**src/rtl/ALUType.sv**
```systemverilog
// Command encoding shared between the ALU controller and the execute stage.
package ALUType;
  typedef enum logic [2:0] {
    ALU_ADD  = 3'd0,
    ALU_SUB  = 3'd1,
    ALU_AND  = 3'd2,
    ALU_OR   = 3'd3,
    ALU_NONE = 3'd4
  } alu_cmd_t;
endpackage

```
**src/rtl/alu_exec_stage.sv**
```systemverilog
// ALU execute stage: ADD/SUB/AND/OR with zero/ovf/illegal flags, one-cycle latency to a registered output.
// Two-entry skid buffer; in_ready is registered (skid not full), so no combinational path from out_ready.
module alu_exec_stage
  import ALUType::*;
#(
  parameter int WIDTH     = 32,
  parameter int CNT_WIDTH = 16
) (
  input  logic                 clk,
  input  logic                 rst,
  input  logic                 in_valid,
  output logic                 in_ready,
  input  alu_cmd_t             in_cmd,
  input  logic [WIDTH-1:0]     in_a,
  input  logic [WIDTH-1:0]     in_b,
  input  logic [4:0]           in_rd,
  output logic                 out_valid,
  input  logic                 out_ready,
  output logic [WIDTH-1:0]     out_result,
  output logic [4:0]           out_rd,
  output logic                 out_zero,
  output logic                 out_ovf,
  output logic                 out_illegal,
  output logic                 out_wb_en,
  output logic [CNT_WIDTH-1:0] stat_ops,
  output logic [CNT_WIDTH-1:0] stat_ovf
);

  typedef struct packed {
    logic [WIDTH-1:0] result;
    logic [4:0]       rd;
    logic             zero;
    logic             ovf;
    logic             illegal;
  } entry_t;

  localparam logic [CNT_WIDTH-1:0] CNT_ONE = CNT_WIDTH'(1);
  localparam logic [CNT_WIDTH-1:0] CNT_MAX = '1;

  entry_t               w_new;
  entry_t               r_m;
  entry_t               r_s;
  logic                 r_m_vld;
  logic                 r_s_vld;
  logic [WIDTH-1:0]     w_sum;
  logic [WIDTH-1:0]     w_diff;
  logic                 w_accept;
  logic                 w_xfer;
  logic                 w_m_free;
  logic [CNT_WIDTH-1:0] r_stat_ops;
  logic [CNT_WIDTH-1:0] r_stat_ovf;

  always_comb begin
    w_new        = '0;
    w_sum        = in_a + in_b;
    w_diff       = in_a - in_b;
    w_new.rd     = in_rd;
    case (in_cmd)
      ALU_ADD: begin
        w_new.result = w_sum;
        w_new.ovf    = (in_a[WIDTH-1] == in_b[WIDTH-1]) && (w_sum[WIDTH-1] != in_a[WIDTH-1]);
      end
      ALU_SUB: begin
        w_new.result = w_diff;
        w_new.ovf    = (in_a[WIDTH-1] != in_b[WIDTH-1]) && (w_diff[WIDTH-1] != in_a[WIDTH-1]);
      end
      ALU_AND: w_new.result = in_a & in_b;
      ALU_OR:  w_new.result = in_a | in_b;
      // NONE and unused encodings both flag the command as illegal
      default: w_new.illegal = 1'b1;
    endcase
    w_new.zero = (w_new.result == '0);
  end

  assign w_accept = in_valid && !r_s_vld;
  assign w_xfer   = r_m_vld && out_ready;
  assign w_m_free = !r_m_vld || w_xfer;

  // A full skid entry always refills main first, which keeps the stream in order
  always_ff @(posedge clk or posedge rst) begin
    if (rst) begin
      r_m     <= '0;
      r_s     <= '0;
      r_m_vld <= 1'b0;
      r_s_vld <= 1'b0;
    end else if (w_m_free) begin
      if (r_s_vld) begin
        r_m     <= r_s;
        r_m_vld <= 1'b1;
        r_s_vld <= 1'b0;
      end else if (w_accept) begin
        r_m     <= w_new;
        r_m_vld <= 1'b1;
      end else begin
        r_m_vld <= 1'b0;
      end
    end else if (w_accept) begin
      r_s     <= w_new;
      r_s_vld <= 1'b1;
    end
  end

  always_ff @(posedge clk or posedge rst) begin
    if (rst) begin
      r_stat_ops <= '0;
      r_stat_ovf <= '0;
    end else begin
      if (w_accept && (r_stat_ops != CNT_MAX)) r_stat_ops <= r_stat_ops + CNT_ONE;
      if (w_accept && w_new.ovf && (r_stat_ovf != CNT_MAX)) r_stat_ovf <= r_stat_ovf + CNT_ONE;
    end
  end

  assign in_ready    = !r_s_vld;
  assign out_valid   = r_m_vld;
  assign out_result  = r_m.result;
  assign out_rd      = r_m.rd;
  assign out_zero    = r_m.zero;
  assign out_ovf     = r_m.ovf;
  assign out_illegal = r_m.illegal;
  assign out_wb_en   = !r_m.ovf && !r_m.illegal && (r_m.rd != 5'd0);
  assign stat_ops    = r_stat_ops;
  assign stat_ovf    = r_stat_ovf;

endmodule

```
**config.mk**
```make
export PLATFORM = sky130hd
export DESIGN_NAME = alu_exec_stage
export DESIGN_NICKNAME = d
export VERILOG_FILES = /design/src/rtl/ALUType.sv /design/src/rtl/alu_exec_stage.sv
export SDC_FILE = /design/constraint.sdc
export NUM_CORES = 1
export LEC_CHECK = 0
export ABC_AREA = 1
export BUFFER_PORTS_ARGS = -buffer_cell sky130_fd_sc_hd__buf_2
export CORE_MARGIN = 2
export CORE_UTILIZATION = 60
export CTS_CLUSTER_SIZE = 8
export DETAILED_ROUTE_END_ITERATION = 16
export GPL_TIMING_DRIVEN = 0
export PLACE_DENSITY = 0.82
export SYNTH_ARGS = -nofsm -noshare
export SYNTH_HDL_FRONTEND = slang
export SYNTH_SLANG_ARGS = --single-unit
```
**constraint.sdc**
```tcl
create_clock -name clk -period 5.78 [get_ports clk]
set_input_delay 1.445 -clock clk [delete_from_list [all_inputs] [get_ports clk]]
set_output_delay 1.445 -clock clk [all_outputs]
set_load 0.005 [all_outputs]
```
==> flow_metrics.py <==
metrics = {
    "run_status": {
        "run_status": "finished clean",
    },
    "power_and_ir_drop": {
        "power.density_cell_area_mw_per_mm2": 239.4,
        "irDropWorstVdd_v": 0.0001596,
        "p_sw_share_pct": 38.42,
        "total_power_mw": 3.192,
        "internal_power_mw": 1.966,
        "p_seq_share_pct": 33.3,
        "part_of_the_power_in_the_clock_network_pct": 32.2,
        "switchingPower_mw": 1.226,
        "power_leakage_nw": 7.806,
        "p_comb_share_pct": 34.4,
    },
    "global_routing": {
        "grt_overflow_total": 0,
        "pin_count_of_the_biggest_net_entering_global_routing": 74,
        "via_count_of_the_first_global_routing_pass": 12030,
        "global_route.usage.total_pct": 36.51,
        "grt_first_pass_wirelength_um": 59040,
        "antenna_found_initial": 0,
    },
    "setup_path": {
        "worst_ep_required_time_ns": 6.13,
        "cp.arrival_ns": 4.53,
        "critPathSlowestCell": "sky130_fd_sc_hd__fa_1",
        "crit_path_cell_trace": "buf_2, ha_1, inv_1, fa_1, inv_1, nand3_1, nand3_1, nand3_1, nand3_1, nand2_1, nand2_1, nand2_1, nand3_1, nand3_1, nor2_1, nand2_1, nor2_1, nand3_1, nand2_1, nand2_1, nand2_1",
        "worstSetupEndpointType": "register",
        "timing.critical_path.from_type": "input port",
        "worstPathMaxFanout": 5,
        "critical-path-top-delay-family": "simple AND/OR/NAND/NOR gates",
        "worstPathBufferInverterCount": 3,
        "critical-path-max-stage-delay_ns": 0.39,
        "critical_path_class": "in -> reg",
    },
    "sta": {
        "relSlewSlack_pct": 41.57,
        "final-max-slew-violation-count": 0,
        "worstMarginPinSlew_ns": 0.8764,
        "layout_skew_ns": 0.008104,
        "finalSetupViolCount": 0,
        "timing.final.crit_period_ns": 4.178,
        "hold_violations": 0,
        "finalHoldWorstSlack_ns": 0.4735,
        "grt_setup_unrepaired": "no",
        "final.period_utilization_pct": 72.29,
        "fmaxAchievable_mhz": 239.3,
        "setup-tns-final_ns": 0,
    },
    "synth": {
        "post-synth-top-area-fraction_pct": 24.49,
        "yosys_warnings": 0,
        "syn_avg_cell_area_um2": 6.128,
        "fraction_of_synthesis_flops_using_an_asynchronous_set_or_reset_pin_pct": 100.0,
        "syn-num-nets": 2085,
        "synthTopCellsByCount": "sky130_fd_sc_hd__nand2_1 (587), sky130_fd_sc_hd__inv_1 (347), sky130_fd_sc_hd__nand3_1 (171)",
        "synth-seq-area-share_pct": 24.49,
        "synth-edff-count": 0,
        "synthDominantAreaCellType": "sky130_fd_sc_hd__dfrtp_1",
        "post_synth_instance_area_mm2": 0.01165,
        "postSynth.topFlopCell": "sky130_fd_sc_hd__dfrtp_1",
        "synth_top_area_cells": "sky130_fd_sc_hd__dfrtp_1 (24%), sky130_fd_sc_hd__nand2_1 (19%), sky130_fd_sc_hd__ha_1 (11%)",
        "synth.ff_latch_count": 114,
        "yosys.cell_types.count": 42,
        "post-synth-top-count-cell": "sky130_fd_sc_hd__nand2_1",
        "syn_inst": 1901,
    },
    "detailed_routing": {
        "met3WireLength_um": 3087,
        "routed.top_layer": "met4",
        "ant_nets": 0,
        "remaining_drc_errors": 0,
        "avgViaCountPerCell": 5.457,
        "post_drt_wl_per_cell_um": 15.85,
        "detail_route.wirelength.met1_um": 15190,
        "detail_route.iter0.violations": 1088,
        "met2WireLength_um": 17640,
        "drt_first_pass_iters": 8,
        "detailroute.via_count": 12790,
        "detail_route.wirelength_um": 37150,
    },
    "clocking": {
        "cts_root_buf": "sky130_fd_sc_hd__clkbuf_16",
        "post_cts_hold_buffer_count": 0,
        "htree_levels": 4,
        "post-cts-setup-buffers": 0,
        "cts_repair_resize_count": 0,
        "clk_path_buf_depth": 2,
        "insertion_delay_ns": 0.42,
        "numClockSinks": 114,
        "numCtsBuffers": 17,
        "cts_tree": "built",
        "cts.reportedPaths.clkPinSlew_ns": 0.06,
    },
    "job": {
        "cap_violations": 0,
    },
    "floorplanning": {
        "chipWidth_um": 143.3,
        "floorplan.die.height_um": 143.3,
        "cell_row_count": 50,
        "die-area_mm2": 0.02054,
        "starting_density_pct": 61.66,
        "top_level_ports": 151,
        "floorplan.core_area_mm2": 0.01889,
    },
    "layout": {
        "antennaDiodeCount": 0,
        "ff_latch_area_mm2": 0.002853,
        "multi_input_area_mm2": 0.007132,
        "nFillCells": 1705,
        "final_layout_size_suffix_gt1_share_pct": 12.96,
        "layout.nets": 2255,
        "area_growth_syn_to_layout_pct": 14.47,
    },
    "place": {
        "gpl.final_weighted_congestion": 0.9776,
        "detailed_place_hpwl_um": 29400,
        "place.port_buffers": 150,
    },
    "hold_path": {
        "min-delay-path-class": "reg -> reg",
    },
}
per-layer routing:
metal / up-vias / track usage [%]
met5: - / 0
li1: 6216 / -
met4: 0 / 13.47
met2: 627 / 62.98
met3: 79 / 5.098
met1: 5870 / 46.66
cell type report:
type,instances,area share [%]
Clock inverter,15,1.210
Multi-Input combinational cell,1366,53.49
Timing Repair Buffer,151,5.780
Clock buffer,17,3.190
Tap cell,260,2.440
Sequential cell,114,21.39
Buffer,60,2.308
Inverter,361,10.19
per-stage QoR:
step | setup slack (ns) | util [%] | instances | instance area [um2]
final | 1.602 | 70.58 | 2344 | 13330
after global routing | 1.387 | 70.58 | 2344 | 13330
after CTS | 1.738 | 70.58 | 2344 | 13330
after detailed placement | 1.388 | 67.47 | 2312 | 12750
after global placement | 0.1318 | 67.35 | 2311 | 12720
after floorplan | 1.319 | - | 1901 | 11650
worst paths after layout:
| check | from | end | slack (ns) | cells past startpoint |
|---|---|---|---|---|
| worst max-delay path | in_b[0] | out_zero | 1.60 | 21 |
| worst min-delay path | out_result[16] | out_result[16] | 0.47 | 2 |
| worst max register to register | r_s_vld | r_s[7] | 3.42 | 6 |
| worst min register to register | out_result[16] | out_result[16] | 0.47 | 2 |
| max in group asynchronous | rst | out_result[4] | 3.83 | 3 |
| min in group asynchronous | rst | stat_ovf[8] | 1.23 | 2 |
power groups by stage:
stage               clock, mW  combinational [mW]  sequential, mW
finish                   1.03                1.10            1.06
global route             1.06                1.24            1.08
CTS                      1.03                1.08            1.06
detailed placement          0                1.06            1.07
global placement            0                1.03            1.06
floorplan                   0               0.688            1.06
kinds of logic (layout without fill, tap and decap cells):
| group | after synthesis | in the layout | synth area share (%) |
|---|---|---|---|
| simple gates | 1010 | 1010 | 37.35 |
| xor+xnor | 30 | 30 | 2.320 |
| flops | 114 | 114 | 24.49 |
| buf+inv | 421 | 604 | 14.29 |
| fa+ha+maj | 108 | 108 | 11.73 |
| compound gates | 218 | 218 | 9.828 |
worst register-to-register path, delay by kind of cell, from the launching register on:
kind	cells	cell delay [ns]
buffers and inverters	3	0.83
flip-flops	1	0.44
AND/OR/NAND/NOR	2	0.73
AO/OA/AOI/OAI	1	0.28
cells in the final DEF, fill, tap and decap left out, types with 3 or more instances in the layout:
master                       netlist  final
sky130_fd_sc_hd__nand2_1         587    587
sky130_fd_sc_hd__ha_1            106    106
sky130_fd_sc_hd__o211ai_1          6      6
sky130_fd_sc_hd__buf_2            18    168
sky130_fd_sc_hd__and2_1            5      5
sky130_fd_sc_hd__dfrtp_1         114    114
sky130_fd_sc_hd__nand3_2           4      4
sky130_fd_sc_hd__nor4_1            3      3
sky130_fd_sc_hd__clkinv_4          0      5
sky130_fd_sc_hd__inv_2            11     11
sky130_fd_sc_hd__nor2_2            6      6
sky130_fd_sc_hd__o21ai_0          89     89
sky130_fd_sc_hd__o22ai_1           4      4
sky130_fd_sc_hd__nor3_4            3      3
sky130_fd_sc_hd__nor3_1           18     18
sky130_fd_sc_hd__buf_4             4      4
sky130_fd_sc_hd__clkinv_2          1      3
sky130_fd_sc_hd__nand3_1         171    171
sky130_fd_sc_hd__nor2_1          150    150
sky130_fd_sc_hd__inv_1           347    346
sky130_fd_sc_hd__clkbuf_1         30     30
sky130_fd_sc_hd__a21oi_1         102    102
sky130_fd_sc_hd__xnor2_1           9      9
sky130_fd_sc_hd__nor2_4           10     10
sky130_fd_sc_hd__clkinvlp_4        0      4
sky130_fd_sc_hd__o21ai_1           4      4
sky130_fd_sc_hd__nor3_2            3      3
sky130_fd_sc_hd__o21bai_1          5      5
sky130_fd_sc_hd__buf_6             6      6
sky130_fd_sc_hd__nand3b_1          4      4
sky130_fd_sc_hd__nand4_1          27     27
sky130_fd_sc_hd__xor2_1           20     20
sky130_fd_sc_hd__clkbuf_16         0     17
sky130_fd_sc_hd__nand2_2          17     17
flip-flops by register name, indices dropped and copies added (netlist names):
name and count:
out_result 32, out_ovf 1, out_valid 1, r_s_vld 1
r_s 40, out_illegal 1, out_zero 1, stat_ops 16
out_rd 5, stat_ovf 16
Power figures use the tool's default switching activity.
